## src/rtl/vga_frame_fetcher.sv

```systemverilog
// -----------------------------------------------------------------------------
// vga_frame_fetcher
//
// Frame-level read controller for the VGA scan-out path. Each frame sync from
// the VGA output block starts a fetch of one RGB565 frame from the front
// framebuffer. The fetch is a sequence of fixed-length burst reads. The
// returned pixels pass through a small FIFO and go out on an AXI-Stream
// master port to the VGA block.
//
// Software requests front/back buffer swaps. A request is held pending and
// takes effect only when the next frame starts.
//
// Only one burst is outstanding at a time. A burst is requested only when the
// FIFO has room for all of its beats, so the FIFO can never overflow.
//
// Parameter constraints:
//   - H_PIXELS*V_LINES must be a multiple of BURST_LEN.
//   - The frame must hold at least two bursts.
//   - FIFO_DEPTH must be a power of two and >= 2*BURST_LEN.
//
// Ports:
//   i_Clock, i_Reset      clock; synchronous active-high reset
//   i_Frame_Sync          one-cycle frame start pulse from the VGA block
//   i_Fb_Base_0/1         byte base addresses of framebuffers 0 and 1
//   i_Swap_Request        pulse: flip the front buffer at the next frame start
//   o_Swap_Pending        a swap is latched but not yet applied
//   o_Front_Buffer        index of the framebuffer being scanned
//   o_Rd_Req_*            burst read request (valid/ready, byte addr, len-1)
//   i_Rd_Data_*           read data beats (no backpressure), last-beat flag
//   m_axis_*              pixel stream to the VGA block
//   o_Frame_Done          pulse when the final burst of a frame has returned
//   o_Late_Frame_Count    saturating count of syncs that arrived mid-fetch
// -----------------------------------------------------------------------------
module vga_frame_fetcher #(
    parameter int ADDR_WIDTH = 32,
    parameter int H_PIXELS   = 640,
    parameter int V_LINES    = 480,
    parameter int BURST_LEN  = 16,
    parameter int FIFO_DEPTH = 32
) (
    input  logic                  i_Clock,
    input  logic                  i_Reset,
    input  logic                  i_Frame_Sync,
    input  logic [ADDR_WIDTH-1:0] i_Fb_Base_0,
    input  logic [ADDR_WIDTH-1:0] i_Fb_Base_1,
    input  logic                  i_Swap_Request,
    output logic                  o_Swap_Pending,
    output logic                  o_Front_Buffer,
    output logic                  o_Rd_Req_Valid,
    input  logic                  i_Rd_Req_Ready,
    output logic [ADDR_WIDTH-1:0] o_Rd_Req_Addr,
    output logic [7:0]            o_Rd_Req_Len,
    input  logic                  i_Rd_Data_Valid,
    input  logic [15:0]           i_Rd_Data,
    input  logic                  i_Rd_Data_Last,
    output logic [15:0]           m_axis_tdata,
    output logic                  m_axis_tvalid,
    input  logic                  m_axis_tready,
    output logic                  o_Frame_Done,
    output logic [15:0]           o_Late_Frame_Count
);

    localparam int NUM_BURSTS = (H_PIXELS * V_LINES) / BURST_LEN;
    localparam int IDX_W      = $clog2(NUM_BURSTS + 1);
    localparam int PTR_W      = $clog2(FIFO_DEPTH);
    localparam int CNT_W      = PTR_W + 1;

    localparam logic [IDX_W-1:0]      LAST_BURST  = IDX_W'(NUM_BURSTS - 1);
    localparam logic [ADDR_WIDTH-1:0] BURST_BYTES = ADDR_WIDTH'(2 * BURST_LEN);
    // A burst may be requested only while occupancy is at or below this level.
    localparam logic [CNT_W-1:0]      CREDIT_MAX  = CNT_W'(FIFO_DEPTH - BURST_LEN);
    localparam logic [7:0]            REQ_LEN     = 8'(BURST_LEN - 1);

    typedef enum logic [1:0] {
        IDLE,
        ISSUE,
        WAIT_DATA,
        DRAIN
    } state_t;

    // ------------------------------------------------------------------------
    // Registers
    // ------------------------------------------------------------------------
    state_t                  state_q;
    logic                    front_q;
    logic                    pending_q;
    logic                    req_valid_q;
    logic [ADDR_WIDTH-1:0]   addr_q;
    logic [7:0]              len_q;
    logic [IDX_W-1:0]        burst_idx_q;
    logic                    done_q;
    logic [15:0]             late_q;

    logic [15:0]             fifo_mem [FIFO_DEPTH];
    logic [PTR_W-1:0]        wr_ptr_q;
    logic [PTR_W-1:0]        rd_ptr_q;
    logic [CNT_W-1:0]        count_q;
    logic [CNT_W-1:0]        count_d;

    // ------------------------------------------------------------------------
    // Event decode
    // ------------------------------------------------------------------------
    logic                    accept;
    logic                    beat_last;
    logic                    final_burst;
    logic                    start_frame;
    logic                    go_drain;
    logic                    late_sync;
    logic                    flush;
    logic                    push;
    logic                    pop;
    logic                    credit_ok;
    logic                    new_front;
    logic [ADDR_WIDTH-1:0]   new_base;

    assign accept      = (state_q == ISSUE) && req_valid_q && i_Rd_Req_Ready;
    assign beat_last   = i_Rd_Data_Valid && i_Rd_Data_Last;
    assign final_burst = (burst_idx_q == LAST_BURST);

    // A new frame starts on a sync whenever no burst is left in flight.
    // A sync in ISSUE with nothing accepted qualifies. So does a sync on the
    // very beat that closes the current burst. The other way to start a frame
    // is the closing beat of a burst being drained after an early sync.
    assign start_frame = (i_Frame_Sync && ((state_q == IDLE) ||
                                           (state_q == ISSUE && !accept) ||
                                           (state_q == WAIT_DATA && beat_last)))
                       || ((state_q == DRAIN) && beat_last);

    // An early sync that leaves a burst still owed to us waits in DRAIN.
    assign go_drain  = i_Frame_Sync && (((state_q == ISSUE) && accept) ||
                                        ((state_q == WAIT_DATA) && !beat_last));

    assign late_sync = i_Frame_Sync && (state_q != IDLE);

    // Every sync flushes the FIFO; in DRAIN it is already empty.
    assign flush = i_Frame_Sync || start_frame;
    assign push  = (state_q == WAIT_DATA) && i_Rd_Data_Valid && !i_Frame_Sync;
    assign pop   = (count_q != '0) && m_axis_tready;

    // A pending swap takes effect at the frame start that consumes it.
    assign new_front = front_q ^ pending_q;
    assign new_base  = new_front ? i_Fb_Base_1 : i_Fb_Base_0;

    // NOTE: every signal assigned in always_comb gets a default first, so
    // that no path leaves it unassigned and infers a latch.
    always_comb begin
        count_d = count_q;
        if (flush) begin
            count_d = '0;
        end else begin
            case ({push, pop})
                2'b10:   count_d = count_q + CNT_W'(1);
                2'b01:   count_d = count_q - CNT_W'(1);
                default: count_d = count_q;
            endcase
        end
    end

    // In ISSUE nothing is in flight. Occupancy can then only fall, so a
    // request that is already valid stays valid until it is accepted.
    assign credit_ok = (count_d <= CREDIT_MAX);

    // ------------------------------------------------------------------------
    // Frame sequencer
    // ------------------------------------------------------------------------
    // NOTE: sequential state uses non-blocking assignments only, so every
    // register samples the pre-edge values regardless of statement order.
    always_ff @(posedge i_Clock) begin
        if (i_Reset) begin
            state_q     <= IDLE;
            front_q     <= 1'b0;
            pending_q   <= 1'b0;
            req_valid_q <= 1'b0;
            addr_q      <= '0;
            len_q       <= '0;
            burst_idx_q <= '0;
            done_q      <= 1'b0;
            late_q      <= '0;
        end else begin
            done_q <= 1'b0;

            if (late_sync && (late_q != 16'hFFFF)) begin
                late_q <= late_q + 16'd1;
            end

            if (i_Swap_Request) begin
                pending_q <= 1'b1;
            end

            if (start_frame) begin
                // A request arriving on this edge is kept for the next frame.
                front_q     <= new_front;
                pending_q   <= i_Swap_Request;
                addr_q      <= new_base;
                len_q       <= REQ_LEN;
                burst_idx_q <= '0;
                req_valid_q <= credit_ok;
                state_q     <= ISSUE;
            end else if (go_drain) begin
                req_valid_q <= 1'b0;
                state_q     <= DRAIN;
            end else begin
                case (state_q)
                    ISSUE: begin
                        if (accept) begin
                            req_valid_q <= 1'b0;
                            state_q     <= WAIT_DATA;
                        end else begin
                            req_valid_q <= credit_ok;
                        end
                    end
                    WAIT_DATA: begin
                        if (beat_last) begin
                            burst_idx_q <= burst_idx_q + IDX_W'(1);
                            if (final_burst) begin
                                done_q  <= 1'b1;
                                state_q <= IDLE;
                            end else begin
                                addr_q      <= addr_q + BURST_BYTES;
                                req_valid_q <= credit_ok;
                                state_q     <= ISSUE;
                            end
                        end
                    end
                    default: begin
                        // IDLE waits for a sync; DRAIN waits for the last beat.
                        // Both exits are handled by start_frame above.
                    end
                endcase
            end
        end
    end

    // ------------------------------------------------------------------------
    // Pixel FIFO
    // ------------------------------------------------------------------------
    // NOTE: the storage array has no reset. Occupancy and pointers define
    // which entries are valid, and resetting the array would cost a reset
    // path on every bit.
    always_ff @(posedge i_Clock) begin
        if (push) begin
            fifo_mem[wr_ptr_q] <= i_Rd_Data;
        end
    end

    always_ff @(posedge i_Clock) begin
        if (i_Reset) begin
            wr_ptr_q <= '0;
            rd_ptr_q <= '0;
            count_q  <= '0;
        end else begin
            count_q <= count_d;
            if (flush) begin
                wr_ptr_q <= '0;
                rd_ptr_q <= '0;
            end else begin
                if (push) begin
                    wr_ptr_q <= wr_ptr_q + PTR_W'(1);
                end
                if (pop) begin
                    rd_ptr_q <= rd_ptr_q + PTR_W'(1);
                end
            end
        end
    end

    // ------------------------------------------------------------------------
    // Outputs
    // ------------------------------------------------------------------------
    assign m_axis_tvalid      = (count_q != '0);
    // Data is forced to zero while empty so stale storage never shows up on
    // the bus, including straight after reset.
    assign m_axis_tdata       = m_axis_tvalid ? fifo_mem[rd_ptr_q] : 16'h0000;

    assign o_Swap_Pending     = pending_q;
    assign o_Front_Buffer     = front_q;
    assign o_Rd_Req_Valid     = req_valid_q;
    assign o_Rd_Req_Addr      = addr_q;
    assign o_Rd_Req_Len       = len_q;
    assign o_Frame_Done       = done_q;
    assign o_Late_Frame_Count = late_q;

endmodule

```

## config.mk

```make
export PLATFORM = sky130hd
export DESIGN_NAME = vga_frame_fetcher
export DESIGN_NICKNAME = d
export VERILOG_FILES = /design/src/rtl/vga_frame_fetcher.sv
export SDC_FILE = /design/constraint.sdc
export NUM_CORES = 1
export LEC_CHECK = 0
export BUFFER_PORTS_ARGS = -buffer_cell sky130_fd_sc_hd__buf_4
export CORE_MARGIN = 2
export CORE_UTILIZATION = 47
export CTS_CLUSTER_DIAMETER = 60
export CTS_CLUSTER_SIZE = 25
export DETAILED_ROUTE_END_ITERATION = 12
export PLACE_DENSITY_LB_ADDON = 0.15
export SYNTH_ARGS = -nofsm -noshare
export SYNTH_HDL_FRONTEND = slang
export SYNTH_SLANG_ARGS = --single-unit
```

## constraint.sdc

```tcl
create_clock -name i_Clock -period 3.3 [get_ports i_Clock]
set_input_delay 0.495 -clock i_Clock [delete_from_list [all_inputs] [get_ports i_Clock]]
set_output_delay 0.495 -clock i_Clock [all_outputs]
set_load 0.02 [all_outputs]
```

==> results.yml, run 1 <==
die:
  fp.dieH_um: 232
  start_util: 0.476
  num_io_pins: 165
  rows: 83
  core-area_um2: 51300
  die_w_um: 232
  die_area_um2: 53800
global_routing:
  grt_pass1_wl_um: 85200
  grt_max_degree: 38
  track_usage: 0.216
  antenna_found_initial: 0
  overflow: 0
  grt_pass1_vias: 13292
run:
  cap_violations: 0
cts:
  clk_pin_slew_worst_paths_ns: 0.09
  tritoncts: "done"
  cts_root_buf: "clkbuf_16"
  cts_hold_buffers: 0
  cts_buffer_depth: 3
  clock_latency_ns: 0.61
  htreeDepth: 2
  cts_inserted_buffers: 44
  cts.sinks: 603
sta:
  skew_ns: 0.0231
  finalSetupViolCount: 15
  worstMarginPinSlew_ns: 0.994
  slew_headroom: 0.334
  tns_ns: -0.402
  min_period_ns: 3.36
  finalCritPeriodShare: 1.02
  slew_violations: 0
  hold_slack_ns: 0.121
  max_freq_mhz: 298
  grt_setup_unrepaired: "true"
  finalHoldViolations: 0
  fin_ws_ns: -0.0581
hold_path:
  worstHoldStart: "i_Swap_Request"
  whs_endpoint: "o_Swap_Pending"
  holdPathStages: 3
  min_path_type: "primary input to flip-flop"
final_layout:
  fillers: 3965
  finalNonFillerCells: 2290
  area_growth_pct: 19.3
  antenna_cells: 0
  drive_gt1_frac: 0.329
  nNetsFinal: 1678
yosys:
  yosys-top-cells-area: "edfxtp_1 (63%), mux4_2 (15%), dfxtp_1 (7.5%)"
  synth_cell_types: 54
  ys.flop_type: "edfxtp_1"
  synth-seq-cells: 603
  synth_top_area_frac: 0.630
  synth_compound_area_frac: 0.0253
  synth-simple-area-share: 0.0595
  synth_xor_area_frac: 0.0223
  syn_area_um2: 24400
  yosys-mux-area-fraction: 0.165
  synth_edf_count: 512
  yosys_warnings: 0
  synth_top_family_by_area: "multiplexers"
  syn_area_per_cell_um2: 17.9
  synth_most_common_cell: "edfxtp_1"
  synth_common_cells: "edfxtp_1 (512), mux4_2 (160), nor2_1 (135)"
  synth_cells: 1365
  synth_top_area_cell: "edfxtp_1"
  async_flop_share: 0
  yosys.area_share.adder: 0.00718
  seq_area_frac_synth: 0.705
worst_setup_path:
  end_kind: "primary output"
  r2r_start: "state_q[0]"
  r2r-end: "o_Rd_Req_Valid"
  critPathMaxFanout: 7
  cp_slowest_cell: "mux4_2"
  cp_slowest_stage_delay_ns: 0.49
  worstPathRequired_ns: 2.80
  crit_chain: "buf_12, buf_12, buf_16, mux4_2, mux4_2, mux2i_2, nor2_1, buf_4"
  cp.arrival_ns: 2.86
  cp-start-kind: "flip-flop"
  rrSetupSlack_ns: 0.44
  critPathKind: "flip-flop to primary output"
  worstRegToRegCells: 14
place:
  hpwl_um: 34300
  dpl.cell_count: 2185
  gp_congestion: 0.732
  port_buffers: 160
routing:
  drt_first_iter_violations: 1040
  finalWirelength_um: 56900
  vias: 13073
  viasPerCell: 5.71
  drc: 0
  final_antenna_net_count: 0
  first_pass_iters: 7
  wire_per_inst_um: 24.8
status:
  violations: "negative setup slack"
  status: "finished, violations left"
pwr:
  p_sw_frac: 0.235
  p_sw_uw: 3500
  ir_drop_mv: 0.372
  clockPowerShare: 0.395
  p_int_uw: 11400
  leakage_uw: 0.00943
  p_seq_frac: 0.562
  power_per_cell_area_nw_per_um2: 511
  total_power_uw: 14900
  power_frac_comb: 0.043
-- layout by cell type, fill, tap and decap left out, types with 13 or more instances in the layout --
master     count
mux2i_1       36
clkbuf_16     47
buf_4        194
edfxtp_1     512
and3_1        13
nand3_1       29
nor2b_1       13
nand2_1       54
dfxtp_1       87
nor2_1       103
a211oi_1      38
nor2_2        32
o21ai_0       13
ha_1          14
xnor2_1       16
xor2_1        45
buf_12        30
mux4_2       160
nand4_1       16
-- worst max-delay path by stage --
stage | endpoint | startpoint | depth (start not counted) | slack (ns)
after floorplan | o_Rd_Req_Valid | count_q[3] | 12 | 0.45
after global placement | m_axis_tdata[9] | flip-flop | 6 | 0.41
after detailed placement | m_axis_tdata[9] | flip-flop | 6 | 0.37
after CTS | m_axis_tdata[2] | flip-flop | 8 | -0.09
after global routing | m_axis_tdata[4] | flip-flop | 8 | -0.15
final | m_axis_tdata[8] | flip-flop | 8 | -0.06
-- metal layers --
layer | track usage | share of wire | vias up
met5 | 0 | 0 | -
met4 | 0.0565 | 0.017 | 0
met3 | 0.0334 | 0.057 | 61
met2 | 0.363 | 0.50 | 394
met1 | 0.295 | 0.42 | 6771
li1 | - | - | 5847
-- registers in the layout, summed over array words and instances (netlist names), named ones only --
name                flops
o_Rd_Req_Len            1
o_Rd_Req_Valid          1
o_Front_Buffer          1
wr_ptr_q                5
fifo_mem              512
o_Swap_Pending          1
state_q                 2
rd_ptr_q                5
o_Late_Frame_Count     16
o_Rd_Req_Addr          32
burst_idx_q            15
count_q                 6
o_Frame_Done            1
-- cells by family after synthesis --
logic type,Yosys count
adders and majority gates,14
and+or+nand+nor,307
xor gates and xnor gates,62
buffers and inverters,87
DFF,603
other,1
muxes,203
AOI/OAI and AO/OA,88
-- power groups by stage --
stage / Clock [uW] / Combinational, uW / Sequential [uW]
3_5_place_dp: 0 / 647 / 8530
6_report: 5880 / 645 / 8360
2_1_floorplan: 0 / 258 / 8580
5_1_grt: 6270 / 703 / 8360
3_3_place_gp: 0 / 639 / 8530
4_1_cts: 6010 / 649 / 8360
-- worst max-delay path, delay by kind of cell (launching register included) --
family / cells / cell delay [ns]
and+or+nand+nor: 1 / 0.07
buffers and inverters: 4 / 0.61
DFF: 1 / 0.41
muxes: 3 / 1.16
-- stage by stage --
stage / area, um^2 / util / worst slack (ns)
after CTS: 29100 / 0.567 / -0.0872
after detailed placement: 27000 / 0.525 / 0.373
after global placement: 27000 / 0.525 / 0.408
after global routing: 29100 / 0.567 / -0.149
after floorplan: 24400 / - / 0.455
final: 29100 / 0.567 / -0.0581
-- what timing repair did --
| item | CTS | global route |
|---|---|---|
| pin swaps | 2 | 3 |
| buffers inserted | 16 | 0 |
| cloned | 8 | 2 |
| setup endpoints to repair | 16 | 16 |
| gates resized for setup | 28 | 0 |
-- layout make-up --
cell class / count / area, um^2 / area share
clock buffer: 46 / 1130 / 0.0388
inverter: 10 / 37.5 / 0.00129
sequential: 603 / 17200 / 0.591
tap: 680 / 851 / 0.0292
multi-input combinational: 678 / 6990 / 0.240
timing repair buffer: 239 / 2430 / 0.0836
clock inverter: 34 / 455 / 0.0156
No activity file was read; power rests on OpenSTA's default activity.
==> inputs of run 2 (changes only) <==
--- a/config.mk
+++ b/config.mk
@@ -6,6 +6,7 @@
 export NUM_CORES = 1
 export LEC_CHECK = 0
 export BUFFER_PORTS_ARGS = -buffer_cell sky130_fd_sc_hd__buf_4
+export CORE_ASPECT_RATIO = 0.5
 export CORE_MARGIN = 2
 export CORE_UTILIZATION = 47
 export CTS_CLUSTER_DIAMETER = 60
@@ -15,3 +16,4 @@
 export SYNTH_ARGS = -nofsm -noshare
 export SYNTH_HDL_FRONTEND = slang
 export SYNTH_SLANG_ARGS = --single-unit
+export TNS_END_PERCENT = 30
==> run 2 against run 1 <==
The flow still finishes with violations (negative setup slack). Final cell count fell by 0.61%. Hold slack lost 0.032 ns. Non-clock buffer count is 6 higher. Count of clock-buffer cells in the layout down 9. Sequential share of layout area increased by 1.7 points. Wire length grew 1.1%. Power decreased by 11%.
==> results.yml, run 2 (synthesis gave the netlist of run 1 again) <==
pwr:
  leakage_uw: 0.00910
  ir_drop_mv: 0.415
  power_per_cell_area_nw_per_um2: 470
die:
  die_area_um2: 53900
  core-area_um2: 50700
  fp.dieH_um: 165
  start_util: 0.481
  rows: 58
  die_w_um: 326
  num_io_pins: 165
worst_setup_path:
  end_kind: "primary output"
  crit_end: "m_axis_tdata[10]"
  rrSetupSlack_ns: 0.32
  cp-start-kind: "flip-flop"
  worstRegToRegCells: 14
  critPathKind: "flip-flop to primary output"
  r2r-end: "o_Rd_Req_Valid"
  r2r_start: "state_q[0]"
  critPathMaxFanout: 7
  cp.arrival_ns: 2.94
  worstPathRequired_ns: 2.80
sta:
  fin_ws_ns: -0.132
  finalSetupViolCount: 16
  hold_slack_ns: 0.0893
  skew_ns: 0.0250
  max_freq_mhz: 291
  slew_headroom: 0.274
  slew_violations: 0
  grt_setup_unrepaired: "true"
  min_period_ns: 3.43
  finalHoldViolations: 0
  worstMarginPinSlew_ns: 1.09
  finalCritPeriodShare: 1.04
place:
  gp_congestion: 0.796
  hpwl_um: 35100
  place_ws_ns: 0.347
  dpl_cell_area_um2: 26800
  port_buffers: 160
  dpl.cell_count: 2206
global_routing:
  track_usage: 0.216
  grt_pass1_vias: 13452
  grt_max_degree: 66
  antenna_found_initial: 1
  overflow: 0
  grt_pass1_wl_um: 85600
cts:
  htreeDepth: 1
  cts_root_buf: "clkbuf_16"
  cts_inserted_buffers: 30
  tritoncts: "done"
  cts.sinks: 603
  cts_buffer_depth: 3
  clock_latency_ns: 0.62
  clk_pin_slew_worst_paths_ns: 0.10
  cts_hold_buffers: 0
final_layout:
  drive_gt1_frac: 0.316
  largest-register: "fifo_mem"
  stdcell_area_um2: 28300
  largest_register_ffs: 512
  area_growth_pct: 16.0
  nNetsFinal: 1670
  final_cell_mix: "edfxtp_1 (512), buf_4 (212), mux4_2 (160)"
  antenna_cells: 0
  finalNonFillerCells: 2276
  postLayoutCoreUtil: 0.558
  final_common_cell: "edfxtp_1"
routing:
  drt_first_iter_violations: 1403
  drc: 0
  viasPerCell: 5.80
  wire_per_inst_um: 25.3
  vias: 13197
  finalWirelength_um: 57500
  first_pass_iters: 5
  final_antenna_net_count: 0
hold_path:
  min_path_type: "primary input to flip-flop"
status:
  status: "finished, violations left"
  violations: "negative setup slack"
run:
  cap_violations: 0
run 2: what timing repair did:
action,in CTS,in global routing
gates resized for setup,27,9
pin swaps,1,2
setup buffers,10,0
gates cloned,9,1
setup endpoints to repair,16,16
run 2: routing by layer:
metal  global-route usage  routed length (um)  vias up
met5                    0                  13        -
met4               0.0398                1070        2
met3               0.0453                4790       63
met2                0.348               27000      500
met1                0.309               24700     6829
li1                     -                   -     5803
run 2: area by class of cell:
| cell class | instances | area, um^2 |
|---|---|---|
| clock buffers | 37 | 787 |
| clock inverters | 13 | 160 |
| fillers | 3811 | 22400 |
| inverters | 10 | 37.5 |
| multi-input cells | 678 | 6950 |
| flip-flops and latches | 603 | 17200 |
| well taps | 690 | 863 |
| repair buffers | 245 | 2310 |
run 2: worst min path at each step:
stage / endpoint / cells past startpoint / start
after floorplan: burst_idx_q[1] / 2 / burst_idx_q[1]
after global placement: burst_idx_q[1] / 2 / burst_idx_q[1]
after detailed placement: burst_idx_q[14] / 2 / burst_idx_q[14]
after CTS: o_Swap_Pending / 3 / i_Swap_Request
after global routing: o_Swap_Pending / 3 / i_Swap_Request
final: o_Swap_Pending / 3 / i_Swap_Request
run 2: worst max-delay path, stage by stage, from the launching register on:
cell     delay [ns]
dfxtp_4        0.41
buf_12         0.14
buf_12         0.14
buf_16         0.16
mux4_2         0.50
mux4_2         0.51
mux2i_2        0.20
nor2_1         0.07
buf_4          0.17
run 2: metrics by stage:
step           total power [uW]  setup TNS [ns]
4_1_cts                   13400           -2.24
3_3_place_gp               9160               0
5_1_grt                   13700           -2.86
6_report                  13300           -1.63
2_1_floorplan              8840               0
3_5_place_dp               9180               0
run 2: report_power, final:
group / switching [uW] / internal, uW / leakage (uW)
clock: 2400 / 1890 / 0.000450
sequential: 65.4 / 8290 / 0.00534
combinational: 391 / 257 / 0.00331
total: 2860 / 10400 / 0.00910
